--- config.mk ---
export PLATFORM = sky130hd
export DESIGN_NAME = pipe_hazard_ctrl_flat
export DESIGN_NICKNAME = d
export VERILOG_FILES = /design/src/rtl/pipe_hazard_ctrl_if.sv /design/src/rtl/pipe_hazard_ctrl.sv /design/src/flat_wrapper.sv
export SDC_FILE = /design/constraint.sdc
export NUM_CORES = 1
export LEC_CHECK = 0
export BUFFER_PORTS_ARGS = -buffer_cell sky130_fd_sc_hd__buf_2
export CAP_MARGIN = 20
export CORE_UTILIZATION = 40
export DETAILED_ROUTE_END_ITERATION = 6
export PLACE_DENSITY = 0.62
export SYNTH_ARGS = -nofsm -noshare
export SYNTH_HDL_FRONTEND = slang
export SYNTH_SLANG_ARGS = --single-unit
--- constraint.sdc ---
create_clock -name clk -period 4 [get_ports clk]
set_input_delay 0.4 -clock clk [delete_from_list [all_inputs] [get_ports clk]]
set_output_delay 0.4 -clock clk [all_outputs]
set_load 0.005 [all_outputs]
--- src/rtl/pipe_hazard_ctrl_if.sv ---
`default_nettype none
// ============================================================================
//  Module      : pipe_hazard_ctrl_if
//  Description : Bundle between the 5-stage RV32 pipeline and the hazard
//                controller. The pipeline side (master) drives the decoded ID
//                instruction, the EX redirect and the memory handshakes; the
//                controller side (slave) returns the stage enables, bubble /
//                flush controls, EX operand selects and performance counters.
//  Ports       : id_valid, id_rs1, id_rs2, id_use_rs1, id_use_rs2, id_rd,
//                id_regwrite, id_memread, id_memwrite, ex_redirect,
//                imem_ready, dmem_ready                   (pipeline -> ctrl)
//                pc_en, if_id_en, if_id_flush, id_ex_en, id_ex_bubble,
//                ex_mem_en, mem_wb_bubble, fwd_a, fwd_b,
//                stall_cnt, flush_cnt                     (ctrl -> pipeline)
//  Revision    : 1.0 - initial release
// ============================================================================
interface pipe_hazard_ctrl_if #(
    parameter int RF_ADDRESS = 5,
    parameter int CNT_W      = 16
);
    logic                  id_valid;
    logic [RF_ADDRESS-1:0] id_rs1;
    logic [RF_ADDRESS-1:0] id_rs2;
    logic                  id_use_rs1;
    logic                  id_use_rs2;
    logic [RF_ADDRESS-1:0] id_rd;
    logic                  id_regwrite;
    logic                  id_memread;
    logic                  id_memwrite;
    logic                  ex_redirect;
    logic                  imem_ready;
    logic                  dmem_ready;

    logic                  pc_en;
    logic                  if_id_en;
    logic                  if_id_flush;
    logic                  id_ex_en;
    logic                  id_ex_bubble;
    logic                  ex_mem_en;
    logic                  mem_wb_bubble;
    logic [1:0]            fwd_a;
    logic [1:0]            fwd_b;
    logic [CNT_W-1:0]      stall_cnt;
    logic [CNT_W-1:0]      flush_cnt;

    modport master (
        output id_valid, id_rs1, id_rs2, id_use_rs1, id_use_rs2, id_rd,
               id_regwrite, id_memread, id_memwrite, ex_redirect,
               imem_ready, dmem_ready,
        input  pc_en, if_id_en, if_id_flush, id_ex_en, id_ex_bubble,
               ex_mem_en, mem_wb_bubble, fwd_a, fwd_b, stall_cnt, flush_cnt
    );

    modport slave (
        input  id_valid, id_rs1, id_rs2, id_use_rs1, id_use_rs2, id_rd,
               id_regwrite, id_memread, id_memwrite, ex_redirect,
               imem_ready, dmem_ready,
        output pc_en, if_id_en, if_id_flush, id_ex_en, id_ex_bubble,
               ex_mem_en, mem_wb_bubble, fwd_a, fwd_b, stall_cnt, flush_cnt
    );
endinterface
`default_nettype wire

--- src/rtl/pipe_hazard_ctrl.sv ---
`default_nettype none
// ============================================================================
//  Module      : pipe_hazard_ctrl
//  Description : Centralised hazard / stall / forwarding controller for the
//                5-stage RV32 pipeline. Tracks a shadow scoreboard of the
//                EX/MEM/WB destinations, interlocks load-use (or every EX
//                dependency when MEM bypass is disabled), freezes on a slow
//                data-memory access, squashes on EX redirects, stalls fetch
//                on a slow instruction memory and selects EX operand bypass.
//                Saturating stall and flush counters are provided.
//  Ports       : clk   - clock
//                reset - synchronous, active-high reset
//                hz    - pipe_hazard_ctrl_if.slave (ID info, handshakes in;
//                        enables, bubbles, fwd selects, counters out)
//  Revision    : 1.0 - initial release
// ============================================================================
module pipe_hazard_ctrl #(
    parameter int RF_ADDRESS = 5,
    parameter int CNT_W      = 16,
    parameter int FWD_EN     = 1
) (
    input  wire logic           clk,
    input  wire logic           reset,
    pipe_hazard_ctrl_if.slave   hz
);

    localparam logic [RF_ADDRESS-1:0] c_X0      = '0;
    localparam logic [CNT_W-1:0]      c_CNT_MAX = '1;
    localparam logic [CNT_W-1:0]      c_CNT_ONE = {{(CNT_W-1){1'b0}}, 1'b1};
    localparam logic                  c_MEM_FWD = (FWD_EN != 0) ? 1'b1 : 1'b0;

    localparam logic [1:0] c_FWD_RF  = 2'b00;
    localparam logic [1:0] c_FWD_WB  = 2'b01;
    localparam logic [1:0] c_FWD_MEM = 2'b10;

    // ------------------------------------------------------------------
    // Shadow scoreboard
    // ------------------------------------------------------------------
    logic                  r_ex_valid;
    logic [RF_ADDRESS-1:0] r_ex_rd;
    logic                  r_ex_regwrite;
    logic                  r_ex_memread;
    logic                  r_ex_memaccess;
    logic [RF_ADDRESS-1:0] r_ex_rs1;
    logic [RF_ADDRESS-1:0] r_ex_rs2;
    logic                  r_ex_use_rs1;
    logic                  r_ex_use_rs2;

    logic                  r_mem_valid;
    logic [RF_ADDRESS-1:0] r_mem_rd;
    logic                  r_mem_regwrite;
    logic                  r_mem_memread;
    logic                  r_mem_memaccess;

    // WB only ever acts as a bypass source, so only its write info is kept.
    logic                  r_wb_valid;
    logic [RF_ADDRESS-1:0] r_wb_rd;
    logic                  r_wb_regwrite;

    logic [CNT_W-1:0]      r_stall_cnt;
    logic [CNT_W-1:0]      r_flush_cnt;

    // A producer slot satisfies a consumer source when it really writes a
    // non-zero register equal to a source that is really read.
    function automatic logic f_src_hit(
        input logic                  valid,
        input logic                  regwrite,
        input logic [RF_ADDRESS-1:0] rd,
        input logic [RF_ADDRESS-1:0] src,
        input logic                  use_src
    );
        return valid & regwrite & (rd != c_X0) & use_src & (src == rd);
    endfunction

    // ------------------------------------------------------------------
    // Hazard terms
    // ------------------------------------------------------------------
    logic w_match_ex;
    logic w_freeze;
    logic w_raw;
    logic w_stall_evt;
    logic w_flush_evt;

    assign w_match_ex = hz.id_valid &
        (f_src_hit(r_ex_valid, r_ex_regwrite, r_ex_rd, hz.id_rs1, hz.id_use_rs1) |
         f_src_hit(r_ex_valid, r_ex_regwrite, r_ex_rd, hz.id_rs2, hz.id_use_rs2));

    assign w_freeze = r_mem_valid & r_mem_memaccess & ~hz.dmem_ready;

    // Without MEM->EX bypass every EX producer must drain to WB first.
    assign w_raw = w_match_ex & (r_ex_memread | ~c_MEM_FWD);

    // A redirect that beats raw / imem discards those stalls; a freeze
    // always counts, even with a redirect waiting behind it.
    assign w_stall_evt = ~reset &
        (w_freeze | (~hz.ex_redirect & (w_raw | ~hz.imem_ready)));
    assign w_flush_evt = ~reset & ~w_freeze & hz.ex_redirect;

    // ------------------------------------------------------------------
    // Control outputs (priority: reset > freeze > redirect > raw > imem)
    // ------------------------------------------------------------------
    logic w_pc_en;
    logic w_if_id_en;
    logic w_if_id_flush;
    logic w_id_ex_en;
    logic w_id_ex_bubble;
    logic w_ex_mem_en;
    logic w_mem_wb_bubble;

    always_comb begin
        w_pc_en         = 1'b1;
        w_if_id_en      = 1'b1;
        w_if_id_flush   = 1'b0;
        w_id_ex_en      = 1'b1;
        w_id_ex_bubble  = 1'b0;
        w_ex_mem_en     = 1'b1;
        w_mem_wb_bubble = 1'b0;
        if (reset) begin
            w_pc_en         = 1'b0;
            w_if_id_en      = 1'b0;
            w_if_id_flush   = 1'b1;
            w_id_ex_en      = 1'b0;
            w_id_ex_bubble  = 1'b1;
            w_ex_mem_en     = 1'b0;
            w_mem_wb_bubble = 1'b1;
        end else if (w_freeze) begin
            // Whole front end holds; the stuck MEM op must not retire twice.
            w_pc_en         = 1'b0;
            w_if_id_en      = 1'b0;
            w_id_ex_en      = 1'b0;
            w_ex_mem_en     = 1'b0;
            w_mem_wb_bubble = 1'b1;
        end else if (hz.ex_redirect) begin
            w_if_id_flush   = 1'b1;
            w_id_ex_bubble  = 1'b1;
        end else if (w_raw) begin
            w_pc_en         = 1'b0;
            w_if_id_en      = 1'b0;
            w_id_ex_bubble  = 1'b1;
        end else if (!hz.imem_ready) begin
            // Fetch has nothing yet: hold PC, feed a NOP into ID.
            w_pc_en         = 1'b0;
            w_if_id_flush   = 1'b1;
        end
    end

    // ------------------------------------------------------------------
    // Operand forwarding for the instruction currently in EX
    // ------------------------------------------------------------------
    logic [1:0] w_fwd_a;
    logic [1:0] w_fwd_b;

    always_comb begin
        w_fwd_a = c_FWD_RF;
        w_fwd_b = c_FWD_RF;
        if (!reset && r_ex_valid) begin
            if (c_MEM_FWD && !r_mem_memread &&
                f_src_hit(r_mem_valid, r_mem_regwrite, r_mem_rd, r_ex_rs1, r_ex_use_rs1))
                w_fwd_a = c_FWD_MEM;
            else if (f_src_hit(r_wb_valid, r_wb_regwrite, r_wb_rd, r_ex_rs1, r_ex_use_rs1))
                w_fwd_a = c_FWD_WB;

            if (c_MEM_FWD && !r_mem_memread &&
                f_src_hit(r_mem_valid, r_mem_regwrite, r_mem_rd, r_ex_rs2, r_ex_use_rs2))
                w_fwd_b = c_FWD_MEM;
            else if (f_src_hit(r_wb_valid, r_wb_regwrite, r_wb_rd, r_ex_rs2, r_ex_use_rs2))
                w_fwd_b = c_FWD_WB;
        end
    end

    // ------------------------------------------------------------------
    // Scoreboard advance
    // ------------------------------------------------------------------
    always_ff @(posedge clk) begin
        if (reset) begin
            r_ex_valid      <= 1'b0;
            r_ex_rd         <= '0;
            r_ex_regwrite   <= 1'b0;
            r_ex_memread    <= 1'b0;
            r_ex_memaccess  <= 1'b0;
            r_ex_rs1        <= '0;
            r_ex_rs2        <= '0;
            r_ex_use_rs1    <= 1'b0;
            r_ex_use_rs2    <= 1'b0;
            r_mem_valid     <= 1'b0;
            r_mem_rd        <= '0;
            r_mem_regwrite  <= 1'b0;
            r_mem_memread   <= 1'b0;
            r_mem_memaccess <= 1'b0;
            r_wb_valid      <= 1'b0;
            r_wb_rd         <= '0;
            r_wb_regwrite   <= 1'b0;
        end else begin
            if (w_id_ex_en) begin
                r_ex_valid     <= hz.id_valid & ~w_id_ex_bubble;
                r_ex_rd        <= hz.id_rd;
                r_ex_regwrite  <= hz.id_regwrite;
                r_ex_memread   <= hz.id_memread;
                r_ex_memaccess <= hz.id_memread | hz.id_memwrite;
                r_ex_rs1       <= hz.id_rs1;
                r_ex_rs2       <= hz.id_rs2;
                r_ex_use_rs1   <= hz.id_use_rs1;
                r_ex_use_rs2   <= hz.id_use_rs2;
            end
            if (w_ex_mem_en) begin
                r_mem_valid     <= r_ex_valid;
                r_mem_rd        <= r_ex_rd;
                r_mem_regwrite  <= r_ex_regwrite;
                r_mem_memread   <= r_ex_memread;
                r_mem_memaccess <= r_ex_memaccess;
            end
            r_wb_valid    <= r_mem_valid & ~w_mem_wb_bubble;
            r_wb_rd       <= r_mem_rd;
            r_wb_regwrite <= r_mem_regwrite;
        end
    end

    // ------------------------------------------------------------------
    // Saturating performance counters
    // ------------------------------------------------------------------
    always_ff @(posedge clk) begin
        if (reset) begin
            r_stall_cnt <= '0;
            r_flush_cnt <= '0;
        end else begin
            if (w_stall_evt && (r_stall_cnt != c_CNT_MAX))
                r_stall_cnt <= r_stall_cnt + c_CNT_ONE;
            if (w_flush_evt && (r_flush_cnt != c_CNT_MAX))
                r_flush_cnt <= r_flush_cnt + c_CNT_ONE;
        end
    end

    assign hz.pc_en         = w_pc_en;
    assign hz.if_id_en      = w_if_id_en;
    assign hz.if_id_flush   = w_if_id_flush;
    assign hz.id_ex_en      = w_id_ex_en;
    assign hz.id_ex_bubble  = w_id_ex_bubble;
    assign hz.ex_mem_en     = w_ex_mem_en;
    assign hz.mem_wb_bubble = w_mem_wb_bubble;
    assign hz.fwd_a         = w_fwd_a;
    assign hz.fwd_b         = w_fwd_b;
    assign hz.stall_cnt     = r_stall_cnt;
    assign hz.flush_cnt     = r_flush_cnt;

endmodule
`default_nettype wire

--- src/flat_wrapper.sv ---
// flat-port wrapper written by rule: the top's interface ports become plain ports
module pipe_hazard_ctrl_flat 
#(
    parameter int RF_ADDRESS = 5,
    parameter int CNT_W      = 16,
    parameter int FWD_EN     = 1
)
  (clk, reset, hz_id_valid, hz_id_rs1, hz_id_rs2, hz_id_use_rs1, hz_id_use_rs2, hz_id_rd, hz_id_regwrite, hz_id_memread, hz_id_memwrite, hz_ex_redirect, hz_imem_ready, hz_dmem_ready, hz_pc_en, hz_if_id_en, hz_if_id_flush, hz_id_ex_en, hz_id_ex_bubble, hz_ex_mem_en, hz_mem_wb_bubble, hz_fwd_a, hz_fwd_b, hz_stall_cnt, hz_flush_cnt);
  pipe_hazard_ctrl_if #(.RF_ADDRESS(RF_ADDRESS), .CNT_W(CNT_W)) hz_i ();
  input  wire logic clk;
  input  wire logic reset;
  input wire logic [$bits(hz_i.id_valid)-1:0] hz_id_valid;
  input wire logic [$bits(hz_i.id_rs1)-1:0] hz_id_rs1;
  input wire logic [$bits(hz_i.id_rs2)-1:0] hz_id_rs2;
  input wire logic [$bits(hz_i.id_use_rs1)-1:0] hz_id_use_rs1;
  input wire logic [$bits(hz_i.id_use_rs2)-1:0] hz_id_use_rs2;
  input wire logic [$bits(hz_i.id_rd)-1:0] hz_id_rd;
  input wire logic [$bits(hz_i.id_regwrite)-1:0] hz_id_regwrite;
  input wire logic [$bits(hz_i.id_memread)-1:0] hz_id_memread;
  input wire logic [$bits(hz_i.id_memwrite)-1:0] hz_id_memwrite;
  input wire logic [$bits(hz_i.ex_redirect)-1:0] hz_ex_redirect;
  input wire logic [$bits(hz_i.imem_ready)-1:0] hz_imem_ready;
  input wire logic [$bits(hz_i.dmem_ready)-1:0] hz_dmem_ready;
  output wire logic [$bits(hz_i.pc_en)-1:0] hz_pc_en;
  output wire logic [$bits(hz_i.if_id_en)-1:0] hz_if_id_en;
  output wire logic [$bits(hz_i.if_id_flush)-1:0] hz_if_id_flush;
  output wire logic [$bits(hz_i.id_ex_en)-1:0] hz_id_ex_en;
  output wire logic [$bits(hz_i.id_ex_bubble)-1:0] hz_id_ex_bubble;
  output wire logic [$bits(hz_i.ex_mem_en)-1:0] hz_ex_mem_en;
  output wire logic [$bits(hz_i.mem_wb_bubble)-1:0] hz_mem_wb_bubble;
  output wire logic [$bits(hz_i.fwd_a)-1:0] hz_fwd_a;
  output wire logic [$bits(hz_i.fwd_b)-1:0] hz_fwd_b;
  output wire logic [$bits(hz_i.stall_cnt)-1:0] hz_stall_cnt;
  output wire logic [$bits(hz_i.flush_cnt)-1:0] hz_flush_cnt;
  assign hz_i.id_valid = hz_id_valid;
  assign hz_i.id_rs1 = hz_id_rs1;
  assign hz_i.id_rs2 = hz_id_rs2;
  assign hz_i.id_use_rs1 = hz_id_use_rs1;
  assign hz_i.id_use_rs2 = hz_id_use_rs2;
  assign hz_i.id_rd = hz_id_rd;
  assign hz_i.id_regwrite = hz_id_regwrite;
  assign hz_i.id_memread = hz_id_memread;
  assign hz_i.id_memwrite = hz_id_memwrite;
  assign hz_i.ex_redirect = hz_ex_redirect;
  assign hz_i.imem_ready = hz_imem_ready;
  assign hz_i.dmem_ready = hz_dmem_ready;
  assign hz_pc_en = hz_i.pc_en;
  assign hz_if_id_en = hz_i.if_id_en;
  assign hz_if_id_flush = hz_i.if_id_flush;
  assign hz_id_ex_en = hz_i.id_ex_en;
  assign hz_id_ex_bubble = hz_i.id_ex_bubble;
  assign hz_ex_mem_en = hz_i.ex_mem_en;
  assign hz_mem_wb_bubble = hz_i.mem_wb_bubble;
  assign hz_fwd_a = hz_i.fwd_a;
  assign hz_fwd_b = hz_i.fwd_b;
  assign hz_stall_cnt = hz_i.stall_cnt;
  assign hz_flush_cnt = hz_i.flush_cnt;
  pipe_hazard_ctrl #(.RF_ADDRESS(RF_ADDRESS), .CNT_W(CNT_W), .FWD_EN(FWD_EN)) u_core (.clk(clk), .reset(reset), .hz(hz_i));
endmodule
* After elaboration in Yosys (flattened, before gate mapping)
Index checks and enable logic that the tools add are counted.
W data, S select, Z words.
** Word-level totals
- Flip-flop bits (word level) :: 69
- Word-level logic and storage cells :: 106
- Output and inout port bits :: 43
** Cells by class
- Equal/unequal tests :: 8
- Multiplexer cells :: 28
- Bitwise gates (word level) :: 39
- Reductions and logical operators :: 10
- Add/subtract/negate cells :: 2
** Operators with widths (count)
- $add A16 B1 Y16 const B :: 2
- $ne A16 B16 Y1 const B :: 2
- $eq A5 B5 Y1 :: 6
- $and A1 B1 Y1 :: 28
- $mux W1 :: 24
- $reduce_bool A5 Y1 :: 3
- $mux W2 :: 4
- $not A1 Y1 :: 7
- $logic_and A1 B1 Y1 :: 5
- $or A1 B1 Y1 :: 4
- $logic_not A1 Y1 :: 2

* Logic depth before layout (Yosys ltp)
- Word-level depth :: 13
- Mapped depth :: 8

* Worst setup path after synthesis
No wires, ideal clock.
- Kind :: register to output
- Start :: reg u_core.r_ex_rd[4]
- End :: out hz_id_ex_bubble
- Required time :: 3.600 ns
- Path buffers :: 0
- Stages on the path, launching flop included :: 7
- Slack :: 2.034 ns
- Data arrival time :: 1.566 ns
- Cell sequence :: dfxtp_1 -> xnor2_1 -> nand4_1 -> o22ai_2 -> o2111ai_1 -> nor2b_1 -> o21ai_0
** On the way
- Word-level cells in the longest chain between the ends :: 11
** Ends and longest elaborated chain
- from (decl) :: RTL line pipe_hazard_ctrl.sv:40 : logic [RF_ADDRESS-1:0] r_ex_rd;
- from (signal assigned) :: RTL line pipe_hazard_ctrl.sv:196 : r_ex_rd <= hz.id_rd;
- $reduce_bool A5 Y1 :: RTL line pipe_hazard_ctrl.sv:72 : return valid & regwrite & (rd != c_X0) & use_src & (src == rd);
- $and A1 B1 Y1 (3 in a row) :: RTL line pipe_hazard_ctrl.sv:72
- $or A1 B1 Y1 (*) :: RTL line pipe_hazard_ctrl.sv:85 : (f_src_hit(r_ex_valid, r_ex_regwrite, r_ex_rd, hz.id_rs1, hz.id_use_rs1) |
- $and A1 B1 Y1 (*) :: RTL line pipe_hazard_ctrl.sv:84 : assign w_match_ex = hz.id_valid &
- $and A1 B1 Y1 (*) :: RTL line pipe_hazard_ctrl.sv:91 : assign w_raw = w_match_ex & (r_ex_memread | ~c_MEM_FWD);
- $mux W1 (*) :: RTL line pipe_hazard_ctrl.sv:136 : end else if (w_raw) begin
- $mux W1 (*) :: RTL line pipe_hazard_ctrl.sv:133 : end else if (hz.ex_redirect) begin
- $mux W1 (*) :: RTL line pipe_hazard_ctrl.sv:126 : end else if (w_freeze) begin
- $mux W1 (*) :: RTL line pipe_hazard_ctrl.sv:118 : if (reset) begin
- to (decl) :: RTL line flat_wrapper.sv:28 : output wire logic [$bits(hz_i.id_ex_bubble)-1:0] hz_id_ex_bubble;
Every way passes the cells marked *; elsewhere a longest branch is shown, timed or not.

* Final worst setup path
Same ends and word-level chain as after synthesis.

==> metrics.csv <==
stage,metric,value,unit
run_status,status,"complete, no violations",
power,peak supply drop,157,uV
power,Leak Pwr,1.71,nW
worst_hold_path,Hold Path Class,in -> reg,
global_route,GRT Total Usage,19.3,%
sta,setup TNS,0,ns
die,DIE WIDTH,92.4,um
detailed_routing,vias per inst,5.19,
logic_synthesis,largest family of logic cells by synthesized area,simple AND/OR/NAND/NOR gates,
final_layout,"most common cell after layout, fill and taps aside",dfxtp_1,
cts,Root Driver,clkbuf_8,
global_route,antenna violations before repair,0,
cts,Max clock buf depth,2,
die,Ports,69,
setup_path,Critical Setup Path Class,reg -> out,
setup_path,Required @ worst endpoint,3.60,ns
sta,RSZ-0062 raised after global routing,false,
sta,"Slew Viols, Final",0,
detailed_routing,post-route ant nets,0,
die,Die Ht,92.4,um
placement,DP Worst Slack,1.50,ns
global_route,vias in the first global route,2658,
final_layout,share of layout cells above drive strength 1,21.8,%
setup_path,Worst Path Arrival,2.36,ns
logic_synthesis,post-synthesis mux area share,2.68,%
logic_synthesis,number of flops mapped to enable cells by yosys,0,
sta,Final Hold Fails,0,
global_route,largest net degree at the start of global routing,52,
placement,GPL Wtd Cong,0.870,
sta,period utilisation layout,69.0,%
final_layout,nets,487,
detailed_routing,DR WL/cell,13.4,um
die,Core ar.,7810,sq um
detailed_routing,total number of vias,2938,
cts,H-Tree Depth,3,
logic_synthesis,synth unique cells,43,
sta,fmax,0.362,GHz
die,number of cell rows,32,
final_layout,area delta synth->final,22.2,%
logic_synthesis,register area share after synthesis,42.3,%
sta,Slew @ Worst Pin,0.750,ns
die,overall die area,8530,sq um
sta,final setup vio count,0,
sta,Slew HR,49.8,%
placement,count of input and output buffers,68,
cts,clk sinks,69,
sta,shortest period the worst path allows,2.76,ns
final_layout,antenna diode count,0,
cts,Post-CTS Hold Buffers,0,
global_route,first-pass GRT wire length,12900,um
logic_synthesis,Synthesis Warnings,0,
placement,DP Wirelength,5530,um
logic_synthesis,Post-Synthesis Cells,390,
logic_synthesis,Synth Area in XOR/XNOR,12.1,%
cts,Resized cells post-CTS,0,
final_layout,Final Instance Area,3990,sq um
cts,CTS tree,built,
logic_synthesis,syn_area_per_cell,8.38,sq um
cts,postcts setup bufs,0,
cts,CTS buffer count,9,
logic_synthesis,"Top FF cell, synth",dfxtp_1,
sta,Hold WS,0.295,ns
global_route,total congestion overflow,0,
sta,Layout Skew,0.0110,ns
logic_synthesis,"FFs w/ async S/R, synth",0,%
logic_synthesis,synthesized flop and latch total,69,
die,Initial Util,41.8,%
setup_path,crit start category,register,
final_layout,"commonest non-fill, non-tap cells in the layout","dfxtp_1 (69), buf_2 (68), nand2_1 (54), a21oi_1 (39), nor2_1 (38)",
final_layout,fill cell count,797,
placement,Inst Count DP,550,
power,PwrDens,419,nW/um^2
detailed_routing,DR pass1 iterations,4,
detailed_routing,drt drc,0,
logic_synthesis,Simple-Gate Fraction of Synth Area,26.5,%
cts,clock slew at reported path FFs,0.08,ns
sta,fin worst setup slack,1.24,ns
placement,placed instance area,3700,sq um
logic_synthesis,Post-Synth Adder-Cell Area,0.766,%
logic_synthesis,"Cell Area, Synth",3270,sq um
job,Max Cap Violations,0,
setup_path,maximum net fanout on the critical path,6,
detailed_routing,DRT iter0 DRCs,154,
logic_synthesis,Mapped Nets,418,
final_layout,Post-Layout Cell Count,566,
detailed_routing,WL final,7600,um
setup_path,critical path endpoint category,primary output,
logic_synthesis,Synth Area in Compound Gates,12.9,%
cts,worst skew pair latency,0.34,ns
==> cells by family after synthesis <==
group | Yosys count
buf+inv | 21
compound gates | 69
fa+ha+maj | 2
mux | 8
flops | 69
xor+xnor | 45
simple gates | 176
==> synth_stat cells, types with 2 or more instances <==
cell type | number | area share, %
or4_1 | 2 | 0.46
nand4_1 | 10 | 1.9
xnor2_1 | 20 | 5.4
inv_1 | 8 | 0.92
nor3_1 | 6 | 0.92
nor2_1 | 38 | 4.4
o21ai_0 | 5 | 0.77
xor2_1 | 25 | 6.7
a21oi_4 | 2 | 1.0
nand3_1 | 17 | 2.6
nor2b_1 | 11 | 2.1
and4_1 | 4 | 1.1
or3_1 | 13 | 2.5
ha_1 | 2 | 0.77
nand2_1 | 54 | 6.2
a21oi_2 | 2 | 0.54
a21oi_1 | 39 | 6.0
and3_1 | 9 | 1.7
and2_1 | 3 | 0.57
buf_1 | 2 | 0.23
mux2_2 | 6 | 2.1
mux2i_1 | 2 | 0.61
clkbuf_1 | 9 | 1.0
dfxtp_1 | 69 | 42
nor4_1 | 4 | 0.77
o21ai_1 | 10 | 1.5
o2111ai_1 | 2 | 0.54
==> sequential cells by signal (all words and copies together) (netlist names) <==
name	flops
u_core.hz.flush_cnt	16
u_core.hz.stall_cnt	16
u_core.r_ex_rd	5
u_core.r_ex_rs1	5
u_core.r_ex_rs2	5
u_core.r_mem_rd	5
u_core.r_wb_rd	5
u_core.r_ex_memaccess	1
u_core.r_ex_memread	1
u_core.r_ex_regwrite	1
u_core.r_ex_use_rs1	1
u_core.r_ex_use_rs2	1
u_core.r_ex_valid	1
u_core.r_mem_memaccess	1
u_core.r_mem_memread	1
u_core.r_mem_regwrite	1
u_core.r_mem_valid	1
u_core.r_wb_regwrite	1
u_core.r_wb_valid	1
==> metal layers <==
layer | track usage (%) | share of wire, %
met5 | 0 | 0
met4 | 8.33 | 1.4
met3 | 3.28 | 4.8
met2 | 29.8 | 45
met1 | 26.5 | 49
==> stage by stage <==
step                      total power, W  util [%]
after floorplan                 0.000822         -
after global placement          0.000863      47.4
after detailed placement        0.000865      47.4
after CTS                        0.00169      51.1
after global routing             0.00174      51.1
final                            0.00167      51.1
==> power breakdown <==
part	switching, W	leakage, nW	total [W]	internal, W
logic	0.0000584	1.01	0.000113	0.0000550
registers	0.0000266	0.564	0.000736	0.000709
clock network	0.000266	0.143	0.000823	0.000557
total	0.000351	1.71	0.00167	0.00132
==> worst max-delay path, stage by stage (launching register included) <==
cell,delay (ns)
dfxtp_1,0.45
xnor2_1,0.19
nand4_1,0.14
o22ai_2,0.39
o2111ai_1,0.32
nor2b_1,0.23
o21ai_0,0.16
buf_2,0.14
==> final timing paths <==
check | from | end | slack (ns) | cells after the start
setup / recovery | u_core.r_ex_rd[4]$_SDFFE_PP0P_ | hz_id_ex_bubble | 1.24 | 7
setup reg to reg | u_core.hz.stall_cnt[0]$_SDFFE_PP0P_ | u_core.hz.stall_cnt[1]$_SDFFE_PP0P_ | 1.79 | 7
hold reg to reg | u_core.r_mem_memread$_SDFFE_PP0P_ | u_core.r_mem_memread$_SDFFE_PP0P_ | 0.47 | 2
hold / removal | hz_id_rd[1] | u_core.r_ex_rd[1]$_SDFFE_PP0P_ | 0.30 | 3
==> cell type report <==
type / instances / area (sq um) / share of cell area [%]
Timing Repair Buffer: 71 / 363 / 9.09
Tap cell: 102 / 128 / 3.20
Inverter: 8 / 30.0 / 0.752
Clock buffer: 10 / 138 / 3.45
Multi-Input combinational cell: 300 / 1800 / 45.0
Sequential cell: 69 / 1380 / 34.6
Clock inverter: 6 / 158 / 3.95
No activity file was read; power rests on OpenSTA's default activity.
